**src/rtl/hilo_transfer_unit.sv**
```systemverilog
// Sequencer between the Booth multiplier and the HI/LO registers: latches an operand
// pair, waits out the multiplier latency, then writes LO and HI over the shared bus.
module hilo_transfer_unit #(
    parameter int MUL_LATENCY = 1
) (
    input  logic        clk,
    input  logic        clear,
    input  logic        start,
    input  logic [31:0] ra_in,
    input  logic [31:0] rb_in,
    output logic [31:0] mul_ra,
    output logic [31:0] mul_rb,
    input  logic [63:0] mul_rz,
    input  logic        bus_grant,
    output logic [31:0] bus_out,
    output logic        lo_wr,
    output logic        hi_wr,
    output logic [31:0] lo_q,
    output logic [31:0] hi_q,
    output logic        busy,
    output logic        done
);

    typedef enum logic [2:0] {
        IDLE,
        WAIT,
        WR_LO,
        WR_HI,
        DONE
    } state_e;

    state_e      state_q, state_d;
    logic [3:0]  count_q, count_d;
    logic [63:0] prod_q, prod_d;
    logic [31:0] mulRa_q, mulRa_d;
    logic [31:0] mulRb_q, mulRb_d;
    logic [31:0] lo_d, hi_d;

    assign mul_ra = mulRa_q;
    assign mul_rb = mulRb_q;

    // Next-state and output decode; the operand latches deliberately hold after
    // completion so the multiplier inputs only move on an accepted start.
    always_comb begin
        state_d = state_q;
        count_d = count_q;
        prod_d  = prod_q;
        mulRa_d = mulRa_q;
        mulRb_d = mulRb_q;
        lo_d    = lo_q;
        hi_d    = hi_q;
        bus_out = '0;
        lo_wr   = 1'b0;
        hi_wr   = 1'b0;
        busy    = 1'b1;
        done    = 1'b0;
        case (state_q)
            IDLE: begin
                busy = 1'b0;
                if (start) begin
                    mulRa_d = ra_in;
                    mulRb_d = rb_in;
                    count_d = 4'(MUL_LATENCY);
                    state_d = WAIT;
                end
            end
            WAIT: begin
                if (count_q != 4'd0) begin
                    count_d = count_q - 4'd1;
                end else begin
                    prod_d  = mul_rz;
                    state_d = WR_LO;
                end
            end
            WR_LO: begin
                bus_out = prod_q[31:0];
                lo_wr   = bus_grant;
                if (bus_grant) begin
                    lo_d    = prod_q[31:0];
                    state_d = WR_HI;
                end
            end
            WR_HI: begin
                bus_out = prod_q[63:32];
                hi_wr   = bus_grant;
                if (bus_grant) begin
                    hi_d    = prod_q[63:32];
                    state_d = DONE;
                end
            end
            DONE: begin
                done    = 1'b1;
                state_d = IDLE;
            end
            default: state_d = IDLE;
        endcase
    end

    // Clear wins over everything, including a pending write, so an abort leaves
    // HI/LO zeroed rather than half-updated.
    always_ff @(posedge clk) begin
        if (clear) begin
            state_q <= IDLE;
            count_q <= '0;
            prod_q  <= '0;
            mulRa_q <= '0;
            mulRb_q <= '0;
            lo_q    <= '0;
            hi_q    <= '0;
        end else begin
            state_q <= state_d;
            count_q <= count_d;
            prod_q  <= prod_d;
            mulRa_q <= mulRa_d;
            mulRb_q <= mulRb_d;
            lo_q    <= lo_d;
            hi_q    <= hi_d;
        end
    end

endmodule
```
**config.mk**
```make
export PLATFORM = sky130hd
export DESIGN_NAME = hilo_transfer_unit
export DESIGN_NICKNAME = d
export VERILOG_FILES = /design/src/rtl/hilo_transfer_unit.sv
export SDC_FILE = /design/constraint.sdc
export NUM_CORES = 1
export LEC_CHECK = 0
export BUFFER_PORTS_ARGS = -buffer_cell sky130_fd_sc_hd__buf_4
export CORE_ASPECT_RATIO = 0.8
export CORE_UTILIZATION = 45
export DETAILED_ROUTE_END_ITERATION = 10
export PLACE_DENSITY = 0.73
export SETUP_SLACK_MARGIN = 0.15
export SYNTH_ARGS = -nofsm -noshare
export SYNTH_HDL_FRONTEND = slang
export SYNTH_SLANG_ARGS = --single-unit
export TNS_END_PERCENT = 20
```
**constraint.sdc**
```tcl
create_clock -name clk -period 4.15 [get_ports clk]
set_input_delay 0.83 -clock clk [delete_from_list [all_inputs] [get_ports clk]]
set_output_delay 0.83 -clock clk [all_outputs]
set_load 0.05 [all_outputs]
```
==> results of run 1 <==
-- cells by family (layout without fill, tap and decap cells) --
kind of cell,count (synthesis),in the layout,share of synthesized area
buffers and inverters,92,347,0.0525
adders and majority gates,2,2,0.00332
DFF,199,199,0.529
and+or+nand+nor,342,342,0.195
AOI/OAI and AO/OA,301,301,0.220
-- flip-flops by register name (all words and copies together), names as in the netlist --
register and cells:
prod_q 64, hi_q 32, lo_q 32, mul_ra 32, mul_rb 32, count_q 4, state_q 3
-- worst max-delay path by stage --
stage / start / end / slack (ns) / depth (start not counted)
floorplan: state_q[2] / done / 1.43 / 2
global placement: state_q[1] / bus_out[13] / 1.27 / 5
detailed placement: state_q[1] / bus_out[1] / 1.21 / 5
CTS: state_q[1] / bus_out[1] / 0.72 / 5
global route: state_q[1] / bus_out[1] / 0.59 / 5
finish: state_q[1] / bus_out[11] / 0.71 / 5
-- layout make-up --
| cell class | count | share of cell area |
|---|---|---|
| clock buffer | 20 | 0.0429 |
| inverter | 5 | 0.00180 |
| tap | 215 | 0.0259 |
| sequential | 199 | 0.383 |
| clock inverter | 12 | 0.0135 |
| multi-input combinational | 645 | 0.306 |
| timing repair buffer | 310 | 0.226 |
-- cells in the final DEF, fill, tap and decap left out, types with 2 or more instances in the layout --
cell type,count
a2111oi_0,2
a21oi_1,193
a22o_1,32
a31oi_1,3
buf_12,2
buf_4,307
bufinv_16,2
clkbuf_1,2
clkbuf_16,17
clkinv_2,2
clkinvlp_4,2
dfxtp_1,199
ha_1,2
inv_1,3
inv_2,2
inv_6,4
nand2_1,256
nand3_1,65
nor2_1,2
nor3b_4,3
o21ai_0,64
o31ai_1,2
or3_1,2
or4_1,2
-- routing by layer --
metal | GRT usage | share of wire | vias up
met4 | 0.0990 | 0.024 | 0
met2 | 0.442 | 0.47 | 329
met5 | 0 | 0 | -
met1 | 0.372 | 0.42 | 3562
met3 | 0.0748 | 0.090 | 40
li1 | - | - | 3676
-- where the power goes --
part           switching [mW]  internal, mW
sequential              0.157          2.08
clock                   0.752         0.917
combinational            1.00         0.423
total                    1.91          3.42
-- critical path: stages (launching register included) --
cell,delay [ns]
dfxtp_1,0.67
inv_1,0.28
nor3_4,0.63
buf_12,0.24
a22o_1,0.16
buf_4,0.20
-- through the flow --
stage | hold WS [ns] | cells | power, mW | worst slack, ns
floorplan | 0.441 | 936 | 3.20 | 1.43
global placement | 0.442 | 1374 | 3.69 | 1.27
detailed placement | 0.447 | 1374 | 3.70 | 1.21
CTS | 0.457 | 1406 | 5.36 | 0.721
global route | 0.470 | 1406 | 5.57 | 0.587
finish | 0.456 | 1406 | 5.34 | 0.709
==> run_results.csv, run 1 <==
group,metric,value,unit
finish,regArea,0.00398,mm²
timing,fin_skew,0.00943,ns
logic_synthesis,synth.avg_cell_area,8.05,µm²
clocking,cts_tree,"built",
hold_path,worstHoldEndpoint,"lo_q[17]",
finish,final_layout_size_suffix_gt1_frac,0.296,
die,ios,296,
finish,n_antenna_cell,0,
setup_path,critPathArrivalTime,2.61,ns
placed_design,hpwl,16500,µm
logic_synthesis,synth_top_area_cell,"dfxtp_1",
clocking,clkTransAtPathRegs,0.07,ns
drt,firstDrtPassIters,5,
logic_synthesis,async_flop_share,0,
clocking,cts.repair.resized,0,
setup_path,critPathCaptureType,"output pin",
drt,routed_wl,24800,µm
setup_path,r2r_start,"count_q[0]",
global_routing,gr-total-overflow,0,
placed_design,gp_congestion,0.863,
drt,drtAntennaViolNets,0,
finish,final_nets,1312,
timing,finalHoldViolCount,0,
hold_path,min_from,"lo_q[17]",
logic_synthesis,synth_cells,936,
die,die_area,0.0173,mm²
clocking,cts-root-buf,"clkbuf_16",
drt,vias_per_cell,5.41,
logic_synthesis,synth-seq-area-share,0.529,
logic_synthesis,synth.area.top_cells,"dfxtp_1, a21oi_1, nand2_1",
drt,drc_errors,0,
timing,relSlewSlack,0.305,
logic_synthesis,yosys.area.top_type_share,0.529,
timing,tns,0,ns
job,cap_violations,0,
timing,period_share,0.829,
logic_synthesis,synth_cell_types,37,
logic_synthesis,synth_edf_count,0,
timing,rsz0062_at_grt,"no",
pwr,power.density,513,mW/mm²
hold_path,hold_path_class,"register to register",
setup_path,rr_endpoint,"prod_q[36]",
logic_synthesis,synth_nets,1070,
run_status,outcome,"complete, no violations",
setup_path,worstSetupPathType,"register to output pin",
finish,fin_util,0.648,
logic_synthesis,synth_common_cells,"nand2_1, dfxtp_1, a21oi_1",
global_routing,grt_use_total,0.282,
clocking,clock_latency,0.43,ns
logic_synthesis,synth.ff_latch_count,199,
finish,multi_input_area,0.00319,mm²
finish,final_area,0.0104,mm²
timing,worst_pin_slew,1.04,ns
setup_path,critPathLaunchType,"register",
setup_path,r2r_slack,1.90,ns
finish,area_delta_synth_final,38.1,%
clocking,cts_made_buffers,17,
logic_synthesis,synth_ff_type,"dfxtp_1",
placed_design,placed_cell_area,0.00982,mm²
logic_synthesis,yosysMostFrequentCell,"nand2_1",
global_routing,grt_antenna_before_repair,0,
hold_path,hold-path-cell-count,2,
die,coreArea,0.0161,mm²
timing,setup_viol,0,
global_routing,grt_pass1_vias,7080,
drt,vias,7607,
logic_synthesis,synth_warnings,0,
die,rows,41,
drt,wl_per_cell,17.6,µm
clocking,ctsHoldBuffers,0,
die,initial_core_util,0.469,
placed_design,io_buffers,295,
logic_synthesis,netlist_area,0.00753,mm²
clocking,h-tree-depth,4,
die,fp.dieH,118,µm
drt,drtIter0Drc,615,
timing,fmax,0.291,GHz
clocking,cts_num_sinks,199,
clocking,cts_buffer_depth,2,
global_routing,grt_max_degree,114,
timing,drv_slew,0,
clocking,cts_setup_buffers,0,
die,die_w,147,µm
global_routing,grt_pass1_wl,38300,µm
setup_path,cp_max_fo,17,
finish,fillers,1438,
pwr,peakVddDrop,307,µV
timing,period_needed,3.44,ns
setup_path,worst_ep_required_time,3.32,ns
setup_path,ff2ff_path_depth,6,
pwr,leakage,4.25,nW
Note: power is estimated with default switching activity, not from simulation.
==> run 2, diff against run 1 <==
- clock period: 4.15 -> 3.4 ns (I/O delays scaled with it)
==> run 2 against run 1 <==
- via count fell by 0.62%
- worst hold slack lost 0.0010 ns
- non-clock buffer count rose by 3
- highest routed layer unchanged
==> run_results.csv, run 2 (same netlist as run 1, synthesis figures left out) <==
group,metric,value,unit
setup_path,worst_ep_required_time,2.72,ns
setup_path,critPathLaunchType,"register",
finish,area_delta_synth_final,38.0,%
clocking,cts_setup_buffers,0,
finish,fillers,1433,
clocking,clock_latency,0.43,ns
pwr,peakVddDrop,371,µV
setup_path,cpMaxStageDelayCell,"dfxtp_1",
setup_path,cp_common_cell,"buf_4",
setup_path,cp_max_fo,20,
finish,multi_input_area,0.00319,mm²
finish,final_nets,1315,
die,die_w,147,µm
drt,vias,7560,
pwr,finalPower,6.43,mW
run_status,outcome,"complete, no violations",
timing,relSlewSlack,0.342,
timing,period_share,0.908,
setup_path,r2r_slack,1.22,ns
pwr,power.density,618,mW/mm²
clocking,cts_buffer_depth,2,
global_routing,grt_pass1_wl,37600,µm
timing,rsz0062_at_grt,"no",
drt,wl_per_cell,17.1,µm
die,rows,41,
drt,routed_wl,24200,µm
die,initial_core_util,0.469,
global_routing,grt_max_degree,134,
setup_path,crit_path_max_incr_delay,0.67,ns
placed_design,gp_congestion,0.840,
clocking,cts_num_sinks,199,
setup_path,critPathArrivalTime,2.41,ns
die,coreArea,0.0161,mm²
timing,fmax,0.324,GHz
finish,layout_commonest_cell,"buf_4",
drt,drc_errors,0,
finish,final_layout_size_suffix_gt1_frac,0.298,
global_routing,grt_use_total,0.275,
timing,worst_pin_slew,0.987,ns
clocking,cts-root-buf,"clkbuf_16",
hold_path,hold_path_class,"register to register",
clocking,cts.repair.resized,0,
pwr,leakage,4.25,nW
global_routing,gr-total-overflow,0,
die,fp.dieH,118,µm
clocking,clkTransAtPathRegs,0.07,ns
clocking,h-tree-depth,4,
timing,finalHoldViolCount,0,
global_routing,grt_pass1_vias,6945,
global_routing,grt_antenna_before_repair,0,
finish,mostFrequentLayoutCells,"buf_4, nand2_1, dfxtp_1",
finish,regArea,0.00398,mm²
finish,largest_reg_flops,64,
finish,regMostFlops,"prod_q",
timing,fin_skew,0.0122,ns
drt,vias_per_cell,5.37,
drt,drtIter0Drc,523,
drt,firstDrtPassIters,5,
drt,drtAntennaViolNets,0,
setup_path,worstSetupPathType,"register to output pin",
setup_path,crit_chain,"inv_1 -> nor3b_4 -> buf_4 -> a22o_1 -> buf_4",
placed_design,hpwl,16400,µm
timing,drv_slew,0,
timing,setup_viol,0,
timing,tns,0,ns
placed_design,io_buffers,295,
clocking,cts_made_buffers,17,
job,cap_violations,0,
clocking,cts_tree,"built",
die,ios,296,
timing,period_needed,3.09,ns
die,die_area,0.0173,mm²
clocking,ctsHoldBuffers,0,
setup_path,critPathCaptureType,"output pin",
finish,n_antenna_cell,0,
[run 2: routing by layer]
metal,up-vias,GRT usage,wire [µm]
met5,-,0,0
met4,0,0.0755,376
met3,24,0.0705,2050
met2,296,0.434,11300
met1,3560,0.371,10400
li1,3680,-,-
[run 2: worst max-delay path, delay by kind of cell, from the launching register on]
kind / cells / cell delay [ns]
and+or+nand+nor: 1 / 0.27
buffers and inverters: 3 / 0.80
AOI/OAI and AO/OA: 1 / 0.24
DFF: 1 / 0.67
[run 2: where the power goes]
| part | internal [mW] | switching (mW) | total [mW] |
|---|---|---|---|
| combinational | 0.520 | 1.22 | 1.74 |
| sequential | 2.54 | 0.185 | 2.73 |
| clock | 1.01 | 0.950 | 1.96 |
| total | 4.07 | 2.36 | 6.43 |
[run 2: path summary, 6_finish.rpt]
| check | end | startpoint | cells after the start |
|---|---|---|---|
| setup / recovery | bus_out[17] | state_q[1] | 5 |
| hold / removal | hi_q[26] | hi_q[26] | 2 |
| setup reg to reg | prod_q[13] | count_q[0] | 6 |
| hold reg to reg | hi_q[26] | hi_q[26] | 2 |
[run 2: cell type report]
cell class | count | area share
Clock buffer | 20 | 0.0439
Inverter | 5 | 0.00181
Clock inverter | 12 | 0.0108
Multi-Input combinational cell | 645 | 0.307
Sequential cell | 199 | 0.383
Tap cell | 215 | 0.0259
Timing Repair Buffer | 313 | 0.228
[run 2: stage by stage]
stage / hold slack, ns / worst slack (ns) / std cells / cell area (µm²) / util
2_1_floorplan: 0.441 / 0.835 / 936 / 7530 / -
3_3_place_gp: 0.442 / 0.895 / 1377 / 9830 / 0.612
3_5_place_dp: 0.447 / 0.840 / 1377 / 9830 / 0.612
4_1_cts: 0.457 / 0.345 / 1409 / 10400 / 0.647
5_1_grt: 0.470 / 0.188 / 1409 / 10400 / 0.647
6_report: 0.455 / 0.314 / 1409 / 10400 / 0.647
